===== config.mk =====
export PLATFORM = sky130hd
export DESIGN_NAME = mux_share_arbiter
export DESIGN_NICKNAME = d
export VERILOG_FILES = /design/src/rtl/mux_share_arbiter.sv
export SDC_FILE = /design/constraint.sdc
export NUM_CORES = 1
export LEC_CHECK = 0
export BUFFER_PORTS_ARGS = -buffer_cell sky130_fd_sc_hd__buf_2
export CAP_MARGIN = 10
export CORE_AREA = 2 2 39 41
export CTS_CLUSTER_DIAMETER = 120
export DETAILED_ROUTE_END_ITERATION = 10
export DIE_AREA = 0 0 41 43
export HOLD_SLACK_MARGIN = 0.1
export SLEW_MARGIN = 20
export SYNTH_ARGS = -nofsm -noshare
export SYNTH_HDL_FRONTEND = slang
export SYNTH_SLANG_ARGS = --single-unit

===== constraint.sdc =====
create_clock -name clk -period 2.62 [get_ports clk]
set_clock_uncertainty 0.2 [all_clocks]
set_input_delay 0 -clock clk [delete_from_list [all_inputs] [get_ports clk]]
set_output_delay 0 -clock clk [all_outputs]
set_load 0.1 [all_outputs]

===== src/rtl/mux_share_arbiter.sv =====
// Round-robin owner arbiter for a shared 2:1 mux. The owner holds the path until it
// releases or times out under contention; handover to a waiting peer is back-to-back.
module mux_share_arbiter #(
    parameter int unsigned MAX_HOLD = 4
) (
    input  logic clk,
    input  logic rst_n,
    input  logic req0_i,
    input  logic req1_i,
    input  logic last0_i,
    input  logic last1_i,
    output logic gnt0_o,
    output logic gnt1_o,
    output logic sel_o,
    output logic busy_o
);

    localparam int unsigned CntW = $clog2(MAX_HOLD) + 1;
    localparam logic [CntW-1:0] CntMax = CntW'(MAX_HOLD - 1);

    typedef enum logic [1:0] {
        StIdle,
        StOwn0,
        StOwn1
    } state_e;

    state_e          state_q, state_d;
    logic            prio_q, prio_d;
    logic            sel_q, sel_d;
    logic [CntW-1:0] hold_cnt_q, hold_cnt_d;
    logic            at_max;

    assign at_max = (hold_cnt_q == CntMax);

    always_comb begin
        state_d    = state_q;
        prio_d     = prio_q;
        sel_d      = sel_q;
        hold_cnt_d = hold_cnt_q;

        unique case (state_q)
            StIdle: begin
                if (req0_i && (!req1_i || !prio_q)) begin
                    state_d = StOwn0;
                end else if (req1_i) begin
                    state_d = StOwn1;
                end
            end
            StOwn0: begin
                // Release conditions are OR-ed so last+timeout flips prio only once.
                if (!req0_i || last0_i || (req1_i && at_max)) begin
                    prio_d  = 1'b1;
                    state_d = req1_i ? StOwn1 : StIdle;
                end
            end
            StOwn1: begin
                if (!req1_i || last1_i || (req0_i && at_max)) begin
                    prio_d  = 1'b0;
                    state_d = req0_i ? StOwn0 : StIdle;
                end
            end
            default: state_d = StIdle;
        endcase

        // sel follows the new owner and holds its value through IDLE.
        if (state_d == StOwn0) begin
            sel_d = 1'b0;
        end else if (state_d == StOwn1) begin
            sel_d = 1'b1;
        end

        if (state_d != state_q && state_d != StIdle) begin
            hold_cnt_d = '0;
        end else if (state_q != StIdle && !at_max) begin
            hold_cnt_d = hold_cnt_q + CntW'(1);
        end
    end

    always_ff @(posedge clk or negedge rst_n) begin
        if (!rst_n) begin
            state_q    <= StIdle;
            prio_q     <= 1'b0;
            sel_q      <= 1'b0;
            hold_cnt_q <= '0;
        end else begin
            state_q    <= state_d;
            prio_q     <= prio_d;
            sel_q      <= sel_d;
            hold_cnt_q <= hold_cnt_d;
        end
    end

    assign gnt0_o = (state_q == StOwn0);
    assign gnt1_o = (state_q == StOwn1);
    assign sel_o  = sel_q;
    assign busy_o = (state_q != StIdle);

endmodule


**Word-level counts from Yosys, hierarchy flattened**

Cells that the tools add are included.

- Output and inout bits: 4
- Flip-flop bits (word level): 7
- Input port bits: 6
- Word-level logic and storage cells: 48

- Muxes and demuxes: 14
- Reductions and logical operators: 21
- $add $sub $neg: 1
- Equal/unequal tests: 8

Operators by type and width:

| cell | count |
|---|---|
| 2-bit 2-to-1 mux | 5 |
| 2-bit nonzero test | 5 |
| 3-bit 2-to-1 mux | 2 |
| 2-bit case mux with 3 select lines | 1 |
| 1-bit logical AND | 5 |
| 1-bit logical OR | 5 |
| 1-bit 2-to-1 mux | 5 |
| 2-bit by 1-bit equality test with 1-bit output (second input constant) | 2 |
| 2-bit equality test (second input constant) | 2 |
| 1-bit zero test | 4 |
| 2-bit by 1-bit inequality test with 1-bit output (second input constant) | 2 |
| 3-bit by 1-bit adder with 3-bit output (second input constant) | 1 |
| 3-bit by 2-bit equality test with 1-bit output (second input constant) | 1 |
| 3-bit AND reduction | 1 |
| 2-bit zero test | 1 |
| 2-bit inequality test | 1 |
| 1-bit case mux with 2 select lines | 1 |

**Logic depth before layout (Yosys ltp)**

- Word-level depth: 8
- Mapped depth: 10
- Gate-level depth less buffers: 10

**Worst setup path before layout**

No wires, ideal clock.

- Path kind: reg-to-reg
- From: register state_q[1]
- To: register hold_cnt_q[0]
- Period minus slack after synthesis: 2.888 ns
- Cell stages (with the launch flop): 11
- Buffers on the path: 0
- Data required time: 2.295 ns
- Arrival time: 2.563 ns
- Path slack: -0.268 ns
- Library setup time: 0.125 ns
- Path through: dfrtp_1 inv_1 ha_1 nand2_1 o22ai_1 a21boi_0 a21oi_1 or2_1 ha_1 a41oi_2 nor2_1

- Elaborated cells on any way between the ends: 15
- Those cells by class: eq/ne: 3; mux: 6; reduce/logical: 6

RTL lines:

| item | line | text |
|---|---|---|
| start, declared | 27 | `state_e state_q, state_d;` |
| start signal, assigned | 81 | `state_q <= StIdle;` |
| start signal, assigned | 86 | `state_q <= state_d;` |
| 2-bit by 1-bit equality test with 1-bit output (*) | -- |  |
| net gnt0_o | 12 | `output logic gnt0_o,` |
| 2-bit case mux with 3 select lines (*) | 41 | `unique case (state_q)` |
| 2-bit inequality test or 2-bit nonzero test (tied branches) | 72 | `if (state_d != state_q && state_d != StIdle) begin` |
| 1-bit logical AND (*) | 72 |  |
| 3-bit 2-to-1 mux or 2-bit nonzero test (tied branches) | -- |  |
| end signal, assigned | 89 | `hold_cnt_q <= hold_cnt_d;` |
| end, declared | 30 | `logic [CntW-1:0] hold_cnt_q, hold_cnt_d;` |

Mark *: on every way through the listed nets, which the timed path passes. The rest lies on a longest branch.
A chain may end at the register's enable or synchronous reset.

**Worst setup path after layout**

- From: register hold_cnt_q[0]
- To: register hold_cnt_q[2]

- Cells in the longest elaborated chain, start to end: 8
- Elaborated cells on any way between the ends: 17
- Those cells by class: add/sub: 1; eq/ne: 2; mux: 5; reduce/logical: 9

RTL lines:

| item | line | text |
|---|---|---|
| 3-bit by 2-bit equality test with 1-bit output | 33 | `assign at_max = (hold_cnt_q == CntMax);` |
| 1-bit logical AND (on tied branches) | 57, 51 |  |
| 1-bit logical OR (on tied branches) | 57, 51 |  |
| 2-bit 2-to-1 mux (on tied branches) | 57, 51 |  |
| 2-bit case mux with 3 select lines | 41 |  |
| 2-bit inequality test or 2-bit nonzero test (tied branches) | 72 |  |
| 1-bit logical AND | 72 |  |
| 3-bit 2-to-1 mux or 2-bit nonzero test (tied branches) | -- |  |

Parallel ways exist; a longest one is shown, timed or not. The select of a mux whose other input is x is not followed.

==> flow_summary.toml <==
[detailed_routing]
viasPerCell = 5.03
drt_pre_antenna_iters = 4
drt-initial-drc-count = 9
routed_wirelength_mm = 1.06
detail_route.drc_violations = 0
post_drt_wl_per_cell_um = 11.2
vias = 478
drt.antenna.violating_nets = 0

[placement]
dp.final_hpwl_um = 854
gp_congestion = 0.780
port_buffers = 9
dp.cells = 88
post_dp_cell_area_sq_um = 658

[timing]
min_period_over_period = 0.915
rsz0062_at_grt = "no"
timing.fmax_mhz = 417
finalSetupViolations = 0
worst-slew-pin-transition_ns = 0.485
worst_slew_margin_rel = 0.679
setup-tns-final_ns = 0
period_needed_ns = 2.40
hold_violations = 0
pins_over_their_slew_limit = 0

[floorplanning]
top_level_ports = 10
core_sq_um = 1380
die_area_sq_um = 1760
vertical_die_dimension_um = 43
rows = 14
initial_core_util = 0.406
die_x_um = 41

[global_route]
grt_use_total = 0.141
grt_antenna_before_repair = 0
grt_pass1_wl_mm = 1.66
first_global_vias = 429
grt_max_degree = 9
globalRoute.totalOverflow = 0

[setup_path]
arrival_ns = 2.33
path_class = "reg -> reg"
critPathRequiredTime_ns = 2.55
critPathMaxFanout = 8
critPathLaunchType = "flip-flop"
setup.worst_path.end_class = "flip-flop"

[cells_and_area]
fraction_of_layout_cells_with_a_size_suffix_above_1 = 0.291
fin_cells = 95
nets = 94
design_area_sq_um = 716
diodes = 0
fin_util = 0.517
fill_cells = 130
area.growth.synth_to_final_pct = 27.4

[synth]
post_synth_num_cell_types = 29
yosys.area.top_type_share = 0.312
synth_sequential_area_ratio = 0.312
yosys-top-cells-area = "dfrtp_1 31%, ha_1 18%, inv_1 4.7%, nand2_1 4.0%, a21oi_1 3.6%"
synth-main-ff-cell = "dfrtp_1"
synth_nets = 77
synth_seq_cells = 7
synth-edff-count = 0
syn-cell-area_sq_um = 562
ys.warnings.count = 0
syn-instance-count = 63
syn_area_per_cell_sq_um = 8.92
fraction_of_registers_with_async_set_reset = 1.00
synth_largest_area_cell = "dfrtp_1"

[clock_network]
clk_root_buffer_cell = "clkbuf_4"
insertion_delay_ns = 0.25
cts_made_buffers = 3
cts_tree = "yes"
cts.sink_count = 7
postCtsSetupRepairBufs = 0
clkSlewWorstSetupHoldPaths_ns = 0.06
clock_tree.buffer_depth = 2
htree_levels = 1

[hold_path]
worstHoldPathType = "in -> reg"

[outcome]
status = "finished, final reports clean"

[run]
max_cap_viol_count = 0
==> registers in the layout, indices dropped and copies added, names as in the netlist <==
signal,flops
sel_o,1
hold_cnt_q,3
prio_q,1
state_q,2
==> cells in the mapped netlist, types with 2 or more instances <==
master and count:
ha_1 8, dfrtp_1 7, inv_1 7, nand2_1 6, a21oi_1 4, nor2_1 4, o21ai_0 3, a21boi_0 2
or3_1 2
==> cell type report <==
cell class | instances | area, sq um | share of cell area
well taps | 16 | 20.0 | 0.0280
repair buffers | 12 | 75.1 | 0.105
clock buffers | 3 | 22.5 | 0.0315
multi-input cells | 49 | 387 | 0.540
flip-flops and latches | 7 | 176 | 0.247
clock inverters | 1 | 5.00 | 0.00699
inverters | 7 | 30.0 | 0.0420
==> metrics by stage <==
stage                     hold slack, ns  setup slack [ns]
after CTS                          0.111             0.199
after floorplan                   -0.496           0.00490
after global routing               0.188            0.0542
after global placement            -0.360             0.212
after detailed placement          -0.353             0.210
final                              0.110             0.222
==> critical path, cell delays in order (launching register included) <==
cell      delay (ns)
dfrtp_1         0.39
ha_1            0.21
ha_1            0.27
a21boi_1        0.21
a22o_1          0.21
a21oi_1         0.09
or2_1           0.24
ha_2            0.18
a41oi_2         0.21
a21oi_1         0.07
==> final timing paths <==
kind / endpoint / slack [ns] / start / depth (start not counted)
worst min register to register: prio_q / 0.31 / prio_q / 2
worst min-delay path: prio_q / 0.11 / last1_i / 5
worst max-delay path: hold_cnt_q[2] / 0.22 / hold_cnt_q[0] / 9
max in group asynchronous: state_q[0] / 1.46 / rst_n / 3
worst max register to register: hold_cnt_q[2] / 0.22 / hold_cnt_q[0] / 9
min in group asynchronous: hold_cnt_q[1] / 0.50 / rst_n / 3
==> cell families (layout without fill, tap and decap cells) <==
family,count (synthesis),count (layout),share of synthesized area
AND/OR/NAND/NOR,20,20,0.185
buffers and inverters,7,23,0.0468
adder cells (fa/ha/maj),8,8,0.178
XOR/XNOR,1,1,0.0156
AO/OA/AOI/OAI,19,19,0.245
flip-flops,7,7,0.312
multiplexers,1,1,0.0178
==> repair_timing <==
action,in CTS,in global routing
hold endpoints to repair,9,0
hold buffers,3,0
resized for setup,0,0
==> per-layer routing <==
layer,GRT usage,wire (um)
met2,0.219,458
met1,0.170,539
met3,0.0785,64
met5,0,0
met4,0.0200,0
==> layout by cell type (no fill, tap or decap), types with 2 or more instances in the layout <==
cell type and count:
clkbuf_4 3, a21boi_0 2, nand2_1 6, dlygate4sd3_1 3, a21oi_1 4, dfrtp_1 6
nor2_1 4, inv_2 2, inv_1 4, buf_2 9, o21ai_0 3, ha_1 4
or3_1 2, ha_2 3
Power is not shown: default switching activity piles up to over one toggle a cycle in this logic, so the estimate is an artifact.
